<file path="config.mk">
export PLATFORM = sky130hd
export DESIGN_NAME = led_fade_ramp
export DESIGN_NICKNAME = d
export VERILOG_FILES = /design/src/rtl/led_fade_ramp_pkg.sv /design/src/rtl/led_fade_ramp_prescaler.sv /design/src/rtl/led_fade_ramp.sv
export SDC_FILE = /design/constraint.sdc
export NUM_CORES = 1
export LEC_CHECK = 0
export ABC_CLOCK_PERIOD_IN_PS = 4300
export BUFFER_PORTS_ARGS = -buffer_cell sky130_fd_sc_hd__buf_2
export CAP_MARGIN = 5
export CELL_PAD_IN_SITES_DETAIL_PLACEMENT = 1
export CELL_PAD_IN_SITES_GLOBAL_PLACEMENT = 1
export CORE_ASPECT_RATIO = 1.25
export CORE_MARGIN = 1.5
export CORE_UTILIZATION = 30
export CTS_CLUSTER_SIZE = 24
export DETAILED_ROUTE_END_ITERATION = 10
export GPL_TIMING_DRIVEN = 1
export PLACE_DENSITY = 0.6
export SYNTH_ARGS = -nofsm -noshare
export SYNTH_HDL_FRONTEND = slang
export SYNTH_SLANG_ARGS = --single-unit
</file>
<file path="constraint.sdc">
create_clock -name clk -period 4.3 [get_ports clk]
set_clock_uncertainty 0.15 [all_clocks]
set_input_delay 1.075 -clock clk [delete_from_list [all_inputs] [get_ports clk]]
set_output_delay 1.075 -clock clk [all_outputs]
set_load 0.01 [all_outputs]
</file>
<file path="src/rtl/led_fade_ramp_pkg.sv">
// Shared types and constants for the LED fade ramp.
// Duty width, prescaler width, FSM state encoding and the step-size helper.
package led_fade_ramp_pkg;

  localparam int FADE_DW = 8;
  localparam int FADE_PW = 16;

  typedef enum logic [1:0] {
    FADE_IDLE,
    FADE_UP,
    FADE_DOWN
  } fade_state_t;

  // A programmed step of zero still has to make progress, so it moves by one.
  function automatic logic [3:0] eff_step(input logic [3:0] step_size);
    return (step_size == 4'd0) ? 4'd1 : step_size;
  endfunction

endpackage

</file>
<file path="src/rtl/led_fade_ramp_prescaler.sv">
// Step-rate prescaler for the LED fade ramp.
// Counts while run is high and pulses tick once count reaches period. The
// compare is >= so that lowering period below the current count fires on
// the very next cycle instead of waiting for a full counter wrap.
module led_fade_ramp_prescaler #(
  parameter int PW = 16
) (
  input  logic          clk,
  input  logic          resetb,
  input  logic          run,
  input  logic [PW-1:0] period,
  output logic          tick
);

  logic [PW-1:0] count;

  assign tick = run && (count >= period);

  // Free-running step counter, cleared whenever the ramp is not running.
  // NOTE: sequential state uses non-blocking assignments so every flop samples pre-edge values.
  always_ff @(posedge clk) begin
    if (!resetb) begin
      count <= '0;
    end else if (!run || tick) begin
      count <= '0;
    end else begin
      count <= count + PW'(1);
    end
  end

endmodule

</file>
<file path="src/rtl/led_fade_ramp.sv">
// LED fade ramp: duty-cycle slew limiter between the register bank and a pwm.
// Walks duty_out toward target in steps of step_size every step_period+1
// clocks; busy is high while ramping and done pulses on arrival.
// Optional ping-pong breathing between 0 and target is compiled in only when
// the macro LED_FADE_BREATHE_EN is defined; otherwise breathe is ignored.
module led_fade_ramp
  import led_fade_ramp_pkg::*;
#(
  parameter int DW = FADE_DW,
  parameter int PW = FADE_PW
) (
  input  logic          clk,
  input  logic          resetb,
  input  logic          ena,
  input  logic [DW-1:0] target,
  input  logic [PW-1:0] step_period,
  input  logic [3:0]    step_size,
  input  logic          breathe,
  output logic [DW-1:0] duty_out,
  output logic          busy,
  output logic          done
);

  fade_state_t   state;
  fade_state_t   state_n;
  fade_state_t   dir;
  fade_state_t   bounce;
  logic [DW-1:0] duty_n;
  logic [DW-1:0] goal;
  logic [DW-1:0] stepped;
  logic          done_n;
  logic          run;
  logic          tick;
  logic [DW:0]   s_ext;
  logic [DW:0]   sum_up;
  logic [DW:0]   lim_dn;

  // The prescaler only runs while actively ramping; ena low or IDLE clears it.
  assign run = ena && (state != FADE_IDLE);

  led_fade_ramp_prescaler #(
    .PW (PW)
  ) u_prescaler (
    .clk    (clk),
    .resetb (resetb),
    .run    (run),
    .period (step_period),
    .tick   (tick)
  );

`ifndef LED_FADE_BREATHE_EN
  // Breathing is compiled out; the port stays for a uniform channel interface.
  logic unused_breathe;
  assign unused_breathe = breathe;
`endif

  // Pick the goal for this cycle, the direction toward it, and the state to
  // enter on arrival (IDLE normally, the opposite slope when breathing).
  // NOTE: every combinational output gets a default first so no latch is inferred.
  always_comb begin
    goal   = target;
    bounce = FADE_IDLE;
    if (target > duty_out) begin
      dir = FADE_UP;
    end else if (target < duty_out) begin
      dir = FADE_DOWN;
    end else begin
      dir = FADE_IDLE;
    end
`ifdef LED_FADE_BREATHE_EN
    // Breathing with a zero target degenerates to a plain hold at 0.
    if (breathe && (target != '0)) begin
      if ((state == FADE_DOWN) || (target < duty_out)) begin
        goal   = '0;
        bounce = FADE_UP;
        dir    = (duty_out != '0) ? FADE_DOWN : FADE_IDLE;
      end else begin
        bounce = FADE_DOWN;
      end
    end
`endif
  end

  // Saturating step toward goal, computed one bit wider so it can neither
  // wrap past the ends of the duty range nor overshoot the goal.
  always_comb begin
    s_ext  = (DW+1)'(eff_step(step_size));
    sum_up = {1'b0, duty_out} + s_ext;
    lim_dn = {1'b0, goal} + s_ext;
    if (dir == FADE_UP) begin
      stepped = (sum_up >= {1'b0, goal}) ? goal : sum_up[DW-1:0];
    end else begin
      stepped = ({1'b0, duty_out} <= lim_dn) ? goal : (duty_out - s_ext[DW-1:0]);
    end
  end

  // Next-state, next-duty and arrival-pulse decode.
  always_comb begin
    state_n = state;
    duty_n  = duty_out;
    done_n  = 1'b0;
    if (!ena) begin
      state_n = FADE_IDLE;
    end else begin
      case (state)
        FADE_IDLE: begin
          // Already at target: stay put (or start the down slope when breathing).
          state_n = (dir == FADE_IDLE) ? bounce : dir;
        end
        FADE_UP, FADE_DOWN: begin
          if (dir == FADE_IDLE) begin
            // Target moved onto the current duty without a step.
            state_n = bounce;
            done_n  = 1'b1;
          end else begin
            state_n = dir;
            if (tick) begin
              duty_n = stepped;
              if (stepped == goal) begin
                state_n = bounce;
                done_n  = 1'b1;
              end
            end
          end
        end
        default: begin
          state_n = FADE_IDLE;
        end
      endcase
    end
  end

  // State, duty and status registers; busy and done are registered outputs.
  always_ff @(posedge clk) begin
    if (!resetb) begin
      state    <= FADE_IDLE;
      duty_out <= '0;
      busy     <= 1'b0;
      done     <= 1'b0;
    end else begin
      state    <= state_n;
      duty_out <= duty_n;
      busy     <= (state_n != FADE_IDLE);
      done     <= done_n;
    end
  end

endmodule

</file>
==> results.md, run 1 <==
- Status: complete, no violations
- # diodes: 0
- Dpl cells: 599
- 1st-iter DRT viols: 70
- Die ar.: 0.0113 mm2
- Final cell count without fillers: 613
- Post-Syn Nets: 492
- CP peak stage delay: 540 ps
- Crit path kind: in -> reg
- # DRC: 0
- Finished Cell Area: 0.00413 mm2
- Hold Path Depth: 1
- Net Sw Frac: 0.280
- Total number of vias: 3089
- Die Wd: 95.4 um
- WP data required: 4350 ps
- Routed vias/inst: 5.04
- Cell row count: 42
- Post-synth EDFFs: 0
- Syn-to-layout area delta: 28.9%
- Sequential area share after synthesis: 0.175
- Starting Density: 0.305
- Fraction of registers with async set/reset: 0
- Peak supply drop: 0.000137 V
- Final setup fails: 0
- Number of synthesized register bits: 28
- RSZ-0062 raised after global routing: yes
- PortBufs: 40
- Slew HR: 0.581
- WL/cell: 15.5 um
- Clk root buf: clkbuf_16
- Post-Syn Instances: 402
- Final worst-path cycle share: 0.999
- Placed standard-cell area: 0.00380 mm2
- Total GRT Usage: 0.175
- Antenna-violating nets left: 0
- Detailed Route WL: 9520 um
- Placer Congestion: 0.818
- Clock tree buffer depth: 2
- Worst r2r path cells: 13
- Vias in the first global route: 3245
- First-pass GRT wire length: 15600 um
- Pleak: 0.00190 uW
- GRT overflow: 0
- Avg Cell Area, Syn: 7.96 um2
- Die Y: 118 um
- I/O Pins: 42
- CP max FO: 7
- CP Launch Type: input pin
- Utilization after layout: 0.393
- Dpl hpwl: 7980 um
- Worst path slowest cell: or4_4
- Post-layout nets: 572
- Logic pwr share: 0.293
- Top_reg_cell synth: dfxtp_1
- Hold WC Path Type: reg -> reg
- CP Capture Type: flip-flop
- CTS tree: done
- Critical-path cell list: buf_8, inv_4, a31o_4, ha_4, fa_2, a21o_1, a21oi_4, nor2_2, xnor2_1, ha_1, o211ai_1, nand2_1, o21ai_2, or4_4, buf_6, nand2_8, nor2_1, or3_1, a21oi_1
- FMAX: 0.233 GHz
- Final setup TNS: 0 ps
- Switching power: 215 uW
- Total CTS buffers: 3
- Most common cell after layout, fill and taps aside: ha_1
- Int Power: 552 uW
- CTS Sinks: 28
- Final Critical Period: 4290 ps
- Initial antenna violation count: 0
- Pins Over Slew Limit: 0
- Core area: 0.0105 mm2
- Worst-margin pin slew: 613 ps
- Seq pwr share: 0.342
- Final Hold Vio Count: 0
- Worst skew pair latency: 270 ps
- Layout cells sized above 1: 0.277
- Yosys warns: 0
- Critical path arrival: 4340 ps
- Synth unique cells: 60
- Largest net degree at the start of global routing: 17
- Mapped cell area: 0.00320 mm2
- Most frequent cells in the layout: 54 x ha_1, 45 x buf_4, 44 x inv_1, 40 x nor2_1, 37 x buf_2
- Clock slew at the register clock pins of the worst setup and hold paths: 70 ps
- Max Cap Viol: 0
- Power density cells: 186 mW/mm2
- Number of H-tree levels: 1
- First drt pass iteration count: 4
- Clock share of power: 0.365
-- metal layers --
layer | global-route usage | share of wire
met4 | 0.0432 | 0.015
met2 | 0.344 | 0.57
met3 | 0.0103 | 0.019
met5 | 0 | 0
met1 | 0.197 | 0.40
-- final timing paths --
| path | slack [ps] | startpoint | endpoint |
|---|---|---|---|
| setup / recovery | 6 | step_size[1] | duty_out[5] |
| setup reg to reg | 810 | duty_out[0] | done |
| hold / removal | 340 | u_prescaler.count[0] | u_prescaler.count[0] |
| hold reg to reg | 340 | u_prescaler.count[0] | u_prescaler.count[0] |
-- logic make-up after synthesis --
kind of cell	count (synthesis)	share of synthesized area
AND/OR/NAND/NOR	129	0.205
flip-flops	28	0.175
buffers and inverters	60	0.0794
multiplexers	1	0.00352
XOR/XNOR	43	0.118
AO/OA/AOI/OAI	83	0.185
adder cells (fa/ha/maj)	58	0.234
-- power groups by stage --
stage	Sequential, uW	Combinational (uW)	Clock [uW]
6_report	262	225	280
5_1_grt	262	251	292
4_1_cts	262	213	287
3_5_place_dp	268	197	0
3_3_place_gp	268	191	0
2_1_floorplan	268	120	0
-- repair_timing --
action	4_1_cts	5_1_grt
pin swaps	16	20
setup buffers	7	5
resized for setup	13	18
hold buffers	0	0
endpoints found under the setup margin	12	12
-- per-stage QoR --
stage | setup WS, ps | total power [uW] | hold WS [ps]
after floorplan | 16.9 | 388 | 291
after global placement | -478 | 460 | 315
after detailed placement | -509 | 465 | 325
after CTS | -123 | 762 | 343
after global routing | -180 | 805 | 377
final | 6.27 | 767 | 339
-- worst max-delay path, delay by kind of cell --
kind | cells | cell delay, ps
buf+inv | 3 | 280
xor+xnor | 1 | 120
simple gates | 6 | 1090
fa+ha+maj | 3 | 820
compound gates | 6 | 940
-- sequential cells by signal, indices dropped and copies added (netlist names) --
signal / count
state: 2
done: 1
duty_out: 8
u_prescaler.count: 16
busy: 1
-- cells in the mapped netlist, types with 3 or more instances --
library cell / count / area share
a211oi_1: 5 / 0.012
a21o_1: 10 / 0.023
a21oi_1: 23 / 0.036
a31oi_1: 7 / 0.014
and3_1: 6 / 0.012
buf_6: 3 / 0.011
clkbuf_1: 6 / 0.0070
dfxtp_1: 28 / 0.18
fa_1: 3 / 0.019
ha_1: 55 / 0.22
inv_1: 47 / 0.055
nand2_1: 28 / 0.033
nand2b_1: 6 / 0.012
nand3_1: 10 / 0.016
nand4_1: 8 / 0.016
nor2_1: 41 / 0.048
nor2b_1: 4 / 0.0078
nor3_1: 3 / 0.0047
o211ai_1: 4 / 0.0094
o21ai_0: 6 / 0.0094
o22ai_1: 6 / 0.012
or2_2: 4 / 0.0078
or3_1: 6 / 0.012
xnor2_1: 28 / 0.077
xor2_1: 15 / 0.041
-- cell type report --
class,count,area [um2]
multi-input cells,314,2530
clock inverters,1,30.0
repair buffers,87,583
clock buffers,3,75.1
fillers,1310,6380
flip-flops and latches,28,561
well taps,132,165
inverters,48,183
Power figures use the tool's default switching activity.
==> run 2, diff against run 1 <==
==> constraint.sdc (replaced) <==
create_clock -name clk -period 4.3 [get_ports clk]
set_clock_uncertainty 0.15 [all_clocks]
set_input_delay 0.43 -clock clk [delete_from_list [all_inputs] [get_ports clk]]
set_output_delay 0.43 -clock clk [all_outputs]
set_load 0.01 [all_outputs]
==> run 2 against run 1 <==
- critical endpoint is now duty_out[1]
- hold slack worse by 47 ps
- via count down 4.2%
- non-clock buffer count is 29 lower
- cell area fell by 9.4%
- count of clock-buffer cells in the layout unchanged
- maximum frequency is 6.2% higher
- first-iteration DRC count up 20%
- worst setup slack improved by 250 ps
- cell count down 4.7%
- wire length grew 0.29%
==> results.md, run 2 (synthesis results as in run 1) <==
- Status: complete, no violations
- Detailed Route WL: 9550 um
- RSZ-0062 raised after global routing: no
- Max FFs per register: 16
- Most frequent cells in the layout: 55 x ha_1, 47 x inv_1, 41 x nor2_1, 40 x buf_2
- CTS Sinks: 28
- Cell row count: 42
- Pins Over Slew Limit: 0
- WP data required: 4360 ps
- FMAX: 0.247 GHz
- Worst path slowest cell: or4_4
- Clock share of power: 0.398
- Logic pwr share: 0.246
- Clk root buf: clkbuf_16
- PortBufs: 40
- First-pass GRT wire length: 15500 um
- Core area: 0.0105 mm2
- CP max FO: 8
- # DRC: 0
- Tot Pwr: 737 uW
- Final setup fails: 0
- Clock tree buffer depth: 2
- Crit path kind: in -> reg
- Starting Density: 0.305
- CP peak stage delay: 550 ps
- Cts repair resizes: 0
- Final worst-path cycle share: 0.940
- Worst-margin pin slew: 607 ps
- Clock slew at the register clock pins of the worst setup and hold paths: 80 ps
- Top Registers: u_prescaler.count: 16 flops, duty_out: 8 flops, state: 2 flops
- CTS tree: done
- Critical path arrival: 4100 ps
- Routed vias/inst: 5.07
- Hold_ws: 292 ps
- First drt pass iteration count: 4
- Final Critical Period: 4040 ps
- Power density cells: 197 mW/mm2
- Max Cap Viol: 0
- Dpl hpwl: 7970 um
- Largest net degree at the start of global routing: 17
- Post-route setup slack: 256 ps
- CP Launch Type: input pin
- Net Sw Frac: 0.288
- Post-layout nets: 543
- Peak supply drop: 0.000147 V
- Vias in the first global route: 3033
- Number of H-tree levels: 1
- Total number of vias: 2958
- Slew HR: 0.594
- Seq pwr share: 0.356
- Hold WC Path Type: in -> reg
- Placer Congestion: 0.835
- Placed standard-cell area: 0.00363 mm2
- Initial antenna violation count: 0
- Largest Register: u_prescaler.count
- Die Wd: 95.4 um
- CP Capture Type: flip-flop
- Pleak: 0.00176 uW
- Total GRT Usage: 0.177
- Die Y: 118 um
- Critical-path cell list: buf_2, inv_1, a31o_2, ha_1, fa_1, a21o_1, a21oi_1, nor2_1, xnor2_1, ha_1, a22oi_1, o211ai_1, a31oi_1, or4_4, buf_4, nand2_8, nor2_1, or3_1, a21oi_1
- Antenna-violating nets left: 0
- Switching power: 212 uW
- Int Power: 524 uW
- Bufs and invs on worst path: 3
- Critical path's top delay family: compound AO/OA/AOI/OAI gates
- WL/cell: 16.4 um
- Worst skew pair latency: 270 ps
- Pre-CTS WS: -39.7 ps
- Most common cell after layout, fill and taps aside: ha_1
- Syn-to-layout area delta: 16.8%
- CTS Hold Bufs: 0
- Total CTS buffers: 3
- Layout cells sized above 1: 0.181
- # diodes: 0
- 1st-iter DRT viols: 84
- GRT overflow: 0
- Finished Cell Area: 0.00374 mm2
- I/O Pins: 42
- Postcts setup bufs: 0
- Final Hold Vio Count: 0
- Die ar.: 0.0113 mm2
[run 2: stage by stage]
| step | instances | TNS (ps) | utilization |
|---|---|---|---|
| floorplan | 402 | 0 | - |
| global placement | 580 | 0 | 0.345 |
| detailed placement | 580 | -178 | 0.345 |
| CTS | 584 | 0 | 0.355 |
| global route | 584 | 0 | 0.356 |
| finish | 584 | 0 | 0.356 |
[run 2: final timing paths]
kind                                            from              endpoint  slack (ps)  depth (start not counted)
worst min-delay path                             ena                  done         290                          2
worst max register to register           duty_out[2]           duty_out[1]         480                         14
worst max-delay path                    step_size[3]           duty_out[1]         260                         19
worst min register to register  u_prescaler.count[0]  u_prescaler.count[0]         350                          1
[run 2: power groups by stage]
stage               combinational, uW  sequential [uW]  clock [uW]
floorplan                         117              268           0
finish                            181              262         294
detailed placement                181              269           0
CTS                               182              262         299
global route                      205              263         313
global placement                  176              268           0
[run 2: layer usage]
metal  vias to the layer above  global-route usage  wire, um
li1                       1497                   -         -
met1                      1393               0.212      4170
met2                        55               0.331      4920
met3                        13             0.00965       224
met4                         0              0.0524       245
met5                         -                   0         0
[run 2: cell type report]
class	count	area, um2
fill	1327	6770
multi-input combinational	314	2390
sequential	28	561
timing repair buffer	58	335
inverter	48	180
tap	132	165
clock buffer	3	75.1
clock inverter	1	30.0
